### config.mk
export PLATFORM = sky130hd
export DESIGN_NAME = fifo_push_arbiter
export DESIGN_NICKNAME = d
export VERILOG_FILES = /design/src/rtl/fifo_push_arbiter_pkg.sv /design/src/rtl/fifo_push_arbiter_rr_pick.sv /design/src/rtl/fifo_push_arbiter.sv
export SDC_FILE = /design/constraint.sdc
export NUM_CORES = 1
export LEC_CHECK = 0
export CORE_ASPECT_RATIO = 0.9
export CORE_MARGIN = 5
export CORE_UTILIZATION = 41
export CTS_BUF_LIST = sky130_fd_sc_hd__clkbuf_8 sky130_fd_sc_hd__clkbuf_16
export CTS_CLUSTER_DIAMETER = 120
export DETAILED_ROUTE_END_ITERATION = 8
export PLACE_DENSITY = 0.88
export RECOVER_POWER = 100
export SLEW_MARGIN = 20
export SYNTH_ARGS = -nofsm -noshare
export SYNTH_HDL_FRONTEND = slang
export SYNTH_SLANG_ARGS = --single-unit
### constraint.sdc
create_clock -name i_clk -period 7.45 [get_ports i_clk]
set_input_delay 1.49 -clock i_clk [delete_from_list [all_inputs] [get_ports i_clk]]
set_output_delay 1.49 -clock i_clk [all_outputs]
set_load 0.02 [all_outputs]
### src/rtl/fifo_push_arbiter_pkg.sv
// Shared types and helpers for the FIFO push arbiter.
package fifo_arb_pkg;

    typedef enum logic {
        ST_ARB  = 1'b0,
        ST_LOCK = 1'b1
    } arb_state_e;

    // Tag width for n requesters; never below one bit.
    function automatic int id_width(input int n);
        return (n < 2) ? 1 : $clog2(n);
    endfunction

    // Low bit of requester idx within a flat bus of w-bit lanes.
    function automatic int lane_lsb(input int idx, input int w);
        return idx * w;
    endfunction

    function automatic int wrap_inc(input int idx, input int n);
        return (idx + 1 >= n) ? 0 : idx + 1;
    endfunction

endpackage

### src/rtl/fifo_push_arbiter_rr_pick.sv
// Combinational round-robin pick: first set request at or after i_ptr, scanning modulo NUM_REQ.
module rr_pick #(
    parameter int NUM_REQ  = 4,
    parameter int ID_WIDTH = 2
) (
    input  logic [NUM_REQ-1:0]  i_req,
    input  logic [ID_WIDTH-1:0] i_ptr,
    output logic [NUM_REQ-1:0]  o_gnt,
    output logic [ID_WIDTH-1:0] o_idx,
    output logic                o_any
);

    logic [NUM_REQ-1:0]  w_rot;
    logic [ID_WIDTH-1:0] w_src;
    int                  w_first;

    always_comb begin
        w_rot   = '0;
        w_src   = '0;
        w_first = 0;
        o_gnt   = '0;
        o_idx   = '0;
        o_any   = 1'b0;
        for (int k = 0; k < NUM_REQ; k++) begin
            w_src    = ID_WIDTH'((k + int'(i_ptr)) % NUM_REQ);
            w_rot[k] = i_req[w_src];
        end
        // Descending scan so the lowest rotated position is left in w_first.
        for (int k = NUM_REQ - 1; k >= 0; k--) begin
            if (w_rot[k]) begin
                w_first = k;
                o_any   = 1'b1;
            end
        end
        if (o_any) begin
            o_idx        = ID_WIDTH'((w_first + int'(i_ptr)) % NUM_REQ);
            o_gnt[o_idx] = 1'b1;
        end
    end

endmodule

### src/rtl/fifo_push_arbiter.sv
// Round-robin arbiter sharing one FIFO write port; registered push tagged with the winner id.
// Optional burst lock enabled by defining FIFO_PUSH_ARBITER_LOCK_EN.
module fifo_push_arbiter
    import fifo_arb_pkg::*;
#(
    parameter int DATA_WIDTH   = 32,
    parameter int NUM_REQ      = 4,
    parameter int FIFO_LENGTH  = 16,
    parameter int COUNTER_SIZE = $clog2(FIFO_LENGTH + 1),
    parameter int ID_WIDTH     = id_width(NUM_REQ),
    parameter int MAX_BURST    = 4
) (
    input  logic                           i_clk,
    input  logic                           i_rst,
    input  logic [NUM_REQ-1:0]             i_req_valid,
    input  logic [NUM_REQ-1:0]             i_req_lock,
    input  logic [NUM_REQ*DATA_WIDTH-1:0]  i_req_data,
    output logic [NUM_REQ-1:0]             o_req_ready,
    input  logic [COUNTER_SIZE-1:0]        i_fifo_count,
    output logic                           o_fifo_push,
    output logic [ID_WIDTH+DATA_WIDTH-1:0] o_fifo_data,
    output logic [ID_WIDTH-1:0]            o_grant_id
);

    logic                           r_fifo_push;
    logic [ID_WIDTH+DATA_WIDTH-1:0] r_fifo_data;
    logic [ID_WIDTH-1:0]            r_grant_id;
    logic [ID_WIDTH-1:0]            r_prio_ptr;
    logic [ID_WIDTH-1:0]            w_prio_ptr_nxt;

    logic [COUNTER_SIZE:0]  w_level;
    logic                   w_space_ok;
    logic [NUM_REQ-1:0]     w_elig;
    logic [NUM_REQ-1:0]     w_gnt;
    logic [ID_WIDTH-1:0]    w_win;
    logic [ID_WIDTH-1:0]    w_win_inc;
    logic                   w_any;
    logic                   w_beat;
    logic [DATA_WIDTH-1:0]  w_win_data;

    // Our own registered push is not yet in fifo_count, so it is added here.
    assign w_level    = {1'b0, i_fifo_count} + {{COUNTER_SIZE{1'b0}}, r_fifo_push};
    assign w_space_ok = w_level < (COUNTER_SIZE+1)'(FIFO_LENGTH);

    rr_pick #(
        .NUM_REQ  (NUM_REQ),
        .ID_WIDTH (ID_WIDTH)
    ) u_pick (
        .i_req (w_elig),
        .i_ptr (r_prio_ptr),
        .o_gnt (w_gnt),
        .o_idx (w_win),
        .o_any (w_any)
    );

    assign w_beat      = w_space_ok & w_any;
    assign o_req_ready = w_space_ok ? w_gnt : '0;
    assign w_win_inc   = ID_WIDTH'(wrap_inc(int'(w_win), NUM_REQ));
    assign w_win_data  = i_req_data[lane_lsb(int'(w_win), DATA_WIDTH) +: DATA_WIDTH];

`ifdef FIFO_PUSH_ARBITER_LOCK_EN
    localparam int BW = $clog2(MAX_BURST + 1);

    arb_state_e          r_state, w_state_nxt;
    logic [BW-1:0]       r_burst_cnt, w_burst_nxt;
    logic [ID_WIDTH-1:0] r_lock_id, w_lock_id_nxt;
    logic                w_hold;

    // The lock holder keeps the port only while it presents both valid and lock.
    assign w_hold = (r_state == ST_LOCK) & i_req_valid[r_lock_id] & i_req_lock[r_lock_id];
    assign w_elig = (r_state == ST_ARB) ? i_req_valid
                  : (w_hold ? (NUM_REQ'(1) << r_lock_id) : '0);

    always_ff @(posedge i_clk or posedge i_rst) begin
        if (i_rst) begin
            r_state     <= ST_ARB;
            r_burst_cnt <= '0;
            r_lock_id   <= '0;
        end else begin
            r_state     <= w_state_nxt;
            r_burst_cnt <= w_burst_nxt;
            r_lock_id   <= w_lock_id_nxt;
        end
    end

    always_comb begin
        w_state_nxt    = r_state;
        w_burst_nxt    = r_burst_cnt;
        w_lock_id_nxt  = r_lock_id;
        w_prio_ptr_nxt = w_beat ? w_win_inc : r_prio_ptr;
        case (r_state)
            ST_ARB: begin
                if (w_beat && i_req_lock[w_win] && MAX_BURST > 1) begin
                    w_state_nxt   = ST_LOCK;
                    w_burst_nxt   = BW'(1);
                    w_lock_id_nxt = w_win;
                end
            end
            ST_LOCK: begin
                if (!w_hold) begin
                    w_state_nxt    = ST_ARB;
                    w_burst_nxt    = '0;
                    w_prio_ptr_nxt = ID_WIDTH'(wrap_inc(int'(r_lock_id), NUM_REQ));
                end else if (w_beat) begin
                    if (r_burst_cnt + BW'(1) >= BW'(MAX_BURST)) begin
                        w_state_nxt = ST_ARB;
                        w_burst_nxt = '0;
                    end else begin
                        w_burst_nxt = r_burst_cnt + BW'(1);
                    end
                end
            end
            default: w_state_nxt = ST_ARB;
        endcase
    end
`else
    logic w_unused_lock;

    assign w_unused_lock  = ^i_req_lock;
    assign w_elig         = i_req_valid;
    assign w_prio_ptr_nxt = w_beat ? w_win_inc : r_prio_ptr;
`endif

    always_ff @(posedge i_clk or posedge i_rst) begin
        if (i_rst) begin
            r_fifo_push <= 1'b0;
            r_fifo_data <= '0;
            r_grant_id  <= '0;
            r_prio_ptr  <= '0;
        end else begin
            r_fifo_push <= w_beat;
            r_prio_ptr  <= w_prio_ptr_nxt;
            if (w_beat) begin
                r_fifo_data <= {w_win, w_win_data};
                r_grant_id  <= w_win;
            end
        end
    end

    assign o_fifo_push = r_fifo_push;
    assign o_fifo_data = r_fifo_data;
    assign o_grant_id  = r_grant_id;

endmodule

* Word level (Yosys, flattened, before mapping) *
Cells that the tools add are included.

word-level totals
  flip-flop bits (word level) = 39
  latch bits = 0
  memory bits (writable) = 0
  ROM bits = 0
  input bits = 143
  output and inout port bits = 41
  logic and storage cells = 43
  memories = 0

cells by class
  $add $sub $neg = 6
  $mul = 0
  divide/modulo/power cells = 0
  $lt $le $gt $ge = 8
  equality and inequality tests = 0
  shifts and indexed selects = 1
  muxes and demuxes = 22
  bitwise gates (word level) = 1
  reduce and logical (&&, ||, !) cells = 1

operators by type and width
  operator                                                                      count
  128-bit by 8-bit indexed part select with 32-bit output                       1
  2-bit by 3-bit less-than comparator with 1-bit output, second input constant  5
  2-bit 2-to-1 mux                                                              6
  1-bit 2-to-1 mux                                                              9
  1-bit binary-select mux with 2-bit select                                     4
  4-bit 2-to-1 mux                                                              2
  5-bit by 1-bit adder with 6-bit output                                        1
  6-bit by 5-bit less-than comparator with 1-bit output, second input constant  1
  2-bit adder, first input constant                                             2
  2-bit by 1-bit adder with 3-bit output, second input constant                 1
  3-bit >= comparator, second input constant                                    1
  1-bit by 2-bit adder with 2-bit output, first input constant                  1
  2-bit adder                                                                   1
  1-bit demux with 2-bit select                                                 1
  2-bit by 1-bit >= comparator with 1-bit output, second input constant         1
  1-bit bitwise AND                                                             1
  1-bit logical AND                                                             1

* Logic depth before layout (Yosys ltp) *
Gate-level depths: netlist (run 1).

  word-level depth = 14
  depth in mapped cells = 11
  mapped depth without buffers = 9

* Modules after synthesis *
From an unflattened synthesis (run 1), not the netlist that was laid out.

second synthesis, totals
  cells, all modules = 168
  area total of the unflattened synthesis = 2,665.1 µm²

by module, submodules not included
  module             times used  cells each  area each (µm²)  sequential area each (µm²)
  fifo_push_arbiter  1           129         2,368.5          925.9
  rr_pick            1           39          296.5            0.0

* Least setup slack after synthesis (run 1) *
OpenSTA, ideal clock, no wires.

  kind = input to output
  start = in i_req_valid[2]
  end = out o_req_ready[0]
  data arrival time = 3,612 ps
  required time = 5,960 ps
  setup slack = 2,348 ps
  stages on the path = 8
  buffers on the path = 2
  cell sequence = buf_2 o311a_1 o21ai_0 ha_1 xor2_1 xor2_2 buf_2 nor3_1

between the ends
  word-level cells in the longest chain between the ends = 13
  elaborated cells between the ends (all ways) = 24

RTL lines
  item                                                                                                                                                  line                             RTL
  from (decl)                                                                                                                                           fifo_push_arbiter.sv:15          input logic [NUM_REQ-1:0] i_req_valid,
  1-bit binary-select mux with 2-bit select                                                                                                             fifo_push_arbiter_rr_pick.sv:26  w_rot[k] = i_req[w_src];
  1-bit 2-to-1 mux (not written as such)                                                                                                                fifo_push_arbiter_rr_pick.sv:26
  2-bit 2-to-1 mux (4 in series)                                                                                                                        fifo_push_arbiter_rr_pick.sv:30  if (w_rot[k]) begin
  2-bit adder                                                                                                                                           fifo_push_arbiter_rr_pick.sv:36  o_idx = ID_WIDTH'((w_first + int'(i_ptr)) % NUM_REQ);
  2-bit by 3-bit less-than comparator with 1-bit output (not written as such) / 2-bit by 1-bit >= comparator with 1-bit output (equally long branches)  fifo_push_arbiter_rr_pick.sv:37  o_gnt[o_idx] = 1'b1;
  1-bit logical AND (not written as such)                                                                                                               fifo_push_arbiter_rr_pick.sv:37
  1-bit 2-to-1 mux (not written as such)                                                                                                                fifo_push_arbiter_rr_pick.sv:37
  1-bit demux with 2-bit select                                                                                                                         -
  4-bit 2-to-1 mux *                                                                                                                                    fifo_push_arbiter_rr_pick.sv:35  if (o_any) begin
  4-bit 2-to-1 mux *                                                                                                                                    fifo_push_arbiter.sv:57          assign o_req_ready = w_space_ok ? w_gnt : '0;
  to (decl)                                                                                                                                             fifo_push_arbiter.sv:18          output logic [NUM_REQ-1:0] o_req_ready,

Every way passes the cells marked *; elsewhere a longest branch is shown, timed or not. The select of a mux whose other input is x is not followed.

* Worst setup path in the final report (run 1) *
  start = in i_req_valid[0]
  end = out o_req_ready[0]

Same word-level chain as after synthesis.

==> results of run 1 <==
## final cells by class
cell class	count	area, um^2
fill	583	2230
multi-input combinational	232	1880
clock inverter	3	13.8
clock buffer	5	68.8
sequential	37	926
timing repair buffer	185	1830
tap	93	116
inverter	4	15.0
## routing by layer
| layer | GRT usage [%] | vias up | share of wire, % | wire length (um) |
|---|---|---|---|---|
| li1 | - | 1477 | - | - |
| met1 | 24.1 | 1380 | 38 | 3690 |
| met2 | 37.1 | 116 | 53 | 5110 |
| met3 | 5.64 | 27 | 6.4 | 626 |
| met4 | 7.28 | 0 | 2.9 | 284 |
| met5 | 0 | - | 0 | 0 |
## report_power, final
part	switching, mW	internal [mW]	leakage, nW
sequential	0.0606	0.309	0.414
combinational	1.03	0.969	1.35
clock	0.0718	0.0635	0.0491
total	1.16	1.34	1.81
## layout by cell type (no fill, tap or decap), types with 3 or more instances in the layout
master	netlist	layout
clkbuf_8	0	5
nand2_1	5	5
buf_4	2	3
mux2_2	5	5
o21ai_0	3	3
clkbuf_1	16	3
a211oi_1	32	32
inv_1	3	3
nor2b_1	32	32
xnor2_1	3	3
dlygate4sd3_1	0	42
o32ai_1	32	32
nor4_1	2	3
a21oi_1	6	6
mux2_4	27	27
dfrtp_1	37	37
clkdlybuf4s50_1	0	137
a21oi_2	27	27
nor2_1	39	39
## metrics by stage
| stage | hold slack, ps | worst slack [ps] | instances | total power, mW |
|---|---|---|---|---|
| 6_report | 494 | 769 | 559 | 2.50 |
| 5_1_grt | 528 | 549 | 559 | 2.68 |
| 4_1_cts | 512 | 842 | 559 | 2.58 |
| 3_5_place_dp | 494 | 869 | 551 | 2.43 |
| 3_3_place_gp | 483 | 927 | 551 | 2.38 |
| 2_1_floorplan | 579 | 2350 | 309 | 1.93 |
## path summary, 6_finish.rpt
path,to,slack (ps),depth (start not counted)
worst max-delay path,o_req_ready[0],770,9
worst min-delay path,o_fifo_data[32],490,2
worst max register to register,o_fifo_data[30],3390,5
worst min register to register,o_fifo_data[32],490,2
max in group asynchronous,o_fifo_data[5],3880,3
min in group asynchronous,o_fifo_data[27],2390,3
## registers in the layout (all words and copies together), names as in the netlist
name and count:
o_fifo_data 34, o_fifo_push 1, r_prio_ptr 2
## logic make-up after synthesis
group / Yosys count / share of synthesized area (%)
compound gates: 109 / 29.7
simple gates: 84 / 14.1
buf+inv: 40 / 6.51
flops: 37 / 31.1
mux: 32 / 15.5
xor+xnor: 6 / 2.65
fa+ha+maj: 1 / 0.420
## worst reg2reg max path, stage by stage, from the launching register on
cell,delay [ps]
dfrtp_1,380
a311o_1,420
clkinv_1,90
clkbuf_1,2330
o32ai_1,450
a21oi_2,290
==> results.py, run 1 <==
metrics = {
    "outcome": {
        "status": "finished, violations left",
        "violations": "capacitance limit, slew limit",
    },
    "floorplanning": {
        "start_util_pct": 42.1,
        "num_io_pins": 184,
        "die_h_um": 90.9,
        "fp.dieW_um": 99.8,
        "num_rows": 29,
        "fp.dieArea_um2": 9070,
        "coreArea_um2": 7080,
    },
    "timing": {
        "setup_viol": 0,
        "hold_viol_final": 0,
        "max_freq_mhz": 150,
        "maxSlewHeadroom_pct": -121,
        "fin_skew_ps": 2.24,
        "drv_slew": 105,
        "fin_crit_ps": 6680,
        "fin_tns_setup_ps": 0,
        "rsz0062_at_grt": "no",
        "finalCritPeriodShare_pct": 89.7,
        "worst_pin_slew_ps": 3320,
    },
    "critical_path": {
        "crit_type": "primary input to primary output",
        "crit_arrival_ps": 5190,
        "cp_cell_sequence": "dlygate4sd3_1 -> nand3_1 -> o311a_1 -> o21ai_0 -> ha_4 -> xor2_1 -> xor2_4 -> nor3_1 -> dlygate4sd3_1",
        "cp-start-kind": "primary input",
        "path_max_fanout": 34,
        "worst_ep_required_time_ps": 5960,
        "cpMaxStageDelayCell": "xor2_4",
        "cp_common_cell": "dlygate4sd3_1",
        "r2r-start": "o_fifo_push",
        "crit_buf_inv": 2,
        "startpoint": "i_req_valid[0]",
        "endpoint_kind": "primary output",
        "max_stage_delay_ps": 810,
        "critical-path-top-delay-family": "buffers and inverters",
    },
    "global_routing": {
        "grt_remaining_overflow": 0,
        "grt_max_degree": 67,
        "grtUsageTotal_pct": 21.0,
        "grt_pass1_vias": 3090,
        "antenna_found_initial": 0,
        "grt_pass1_wl_um": 15300,
    },
    "job": {
        "maxCapViolations": 2,
    },
    "worst_hold_path": {
        "hold_start": "o_fifo_data[32]",
        "hold_class": "register to register",
    },
    "logic_synthesis": {
        "synth_nets": 453,
        "synth_warnings": 0,
        "syn_inst": 309,
        "synth_area_leaders": "dfrtp_1 (31%), mux2_4 (14%), o32ai_1 (9.4%)",
        "synth_async_sr_flop_share_pct": 100,
        "yosys.cell_types.count": 39,
        "synth_edf_count": 0,
        "yosys-top-cells-count": "nor2_1 (39), dfrtp_1 (37), a211oi_1 (32), nor2b_1 (32), o32ai_1 (32)",
        "yosysTopAreaCell": "dfrtp_1",
        "ys_seq_area_share_pct": 31.1,
        "synth_ff_type": "dfrtp_1",
        "synth_top_area_share_pct": 31.1,
        "yosysMostFrequentCell": "nor2_1",
        "ys_ff_latch": 37,
        "syn_avg_cell_area_um2": 9.64,
        "syn_area_um2": 2980,
    },
    "cts": {
        "worst_setup_hold_path_clk_slew_ps": 70,
        "cts_resized": 0,
        "cts_setup_buffers": 0,
        "cts.sink_count": 37,
        "cts_root_buf": "clkbuf_8",
        "clk_path_buf_depth": 2,
        "holdBufCountCts": 0,
        "cts_tree": "done",
        "cts_buffers": 5,
        "htree_num_levels": 2,
        "insertion_delay_ps": 280,
    },
    "pwr": {
        "p_per_area_nw_per_um2": 517,
        "irDropWorstVdd_uv": 307,
        "p_leak_nw": 1.81,
    },
    "place": {
        "place_hpwl_um": 7420,
        "gp_congestion": 0.811,
        "io_buffers": 179,
        "place_area_um2": 4780,
    },
    "route": {
        "drc": 0,
        "drt_iter0_markers": 61,
        "postRouteAntennaNets": 0,
        "avgViaCountPerCell": 5.37,
        "routed_wl_um": 9710,
        "num_vias": 3000,
        "wl_per_cell_um": 17.4,
        "first_pass_iters": 4,
    },
    "final_layout": {
        "insertedDiodeCount": 0,
        "finish.instance_area_um2": 4840,
        "area_growth_pct": 62.6,
        "drive_above_1_share_pct": 15.7,
        "nets": 609,
        "fin_util_pct": 68.4,
    },
}
Note: power is estimated with default switching activity, not from simulation.
==> run 2: changes to the inputs <==
--- a/config.mk
+++ b/config.mk
@@ -5,6 +5,7 @@
 export SDC_FILE = /design/constraint.sdc
 export NUM_CORES = 1
 export LEC_CHECK = 0
+export CAP_MARGIN = 20
 export CORE_ASPECT_RATIO = 0.9
 export CORE_MARGIN = 5
 export CORE_UTILIZATION = 41
==> results of run 2 <==
No change in the layout: final DEF, timing and power equal those of run 1.
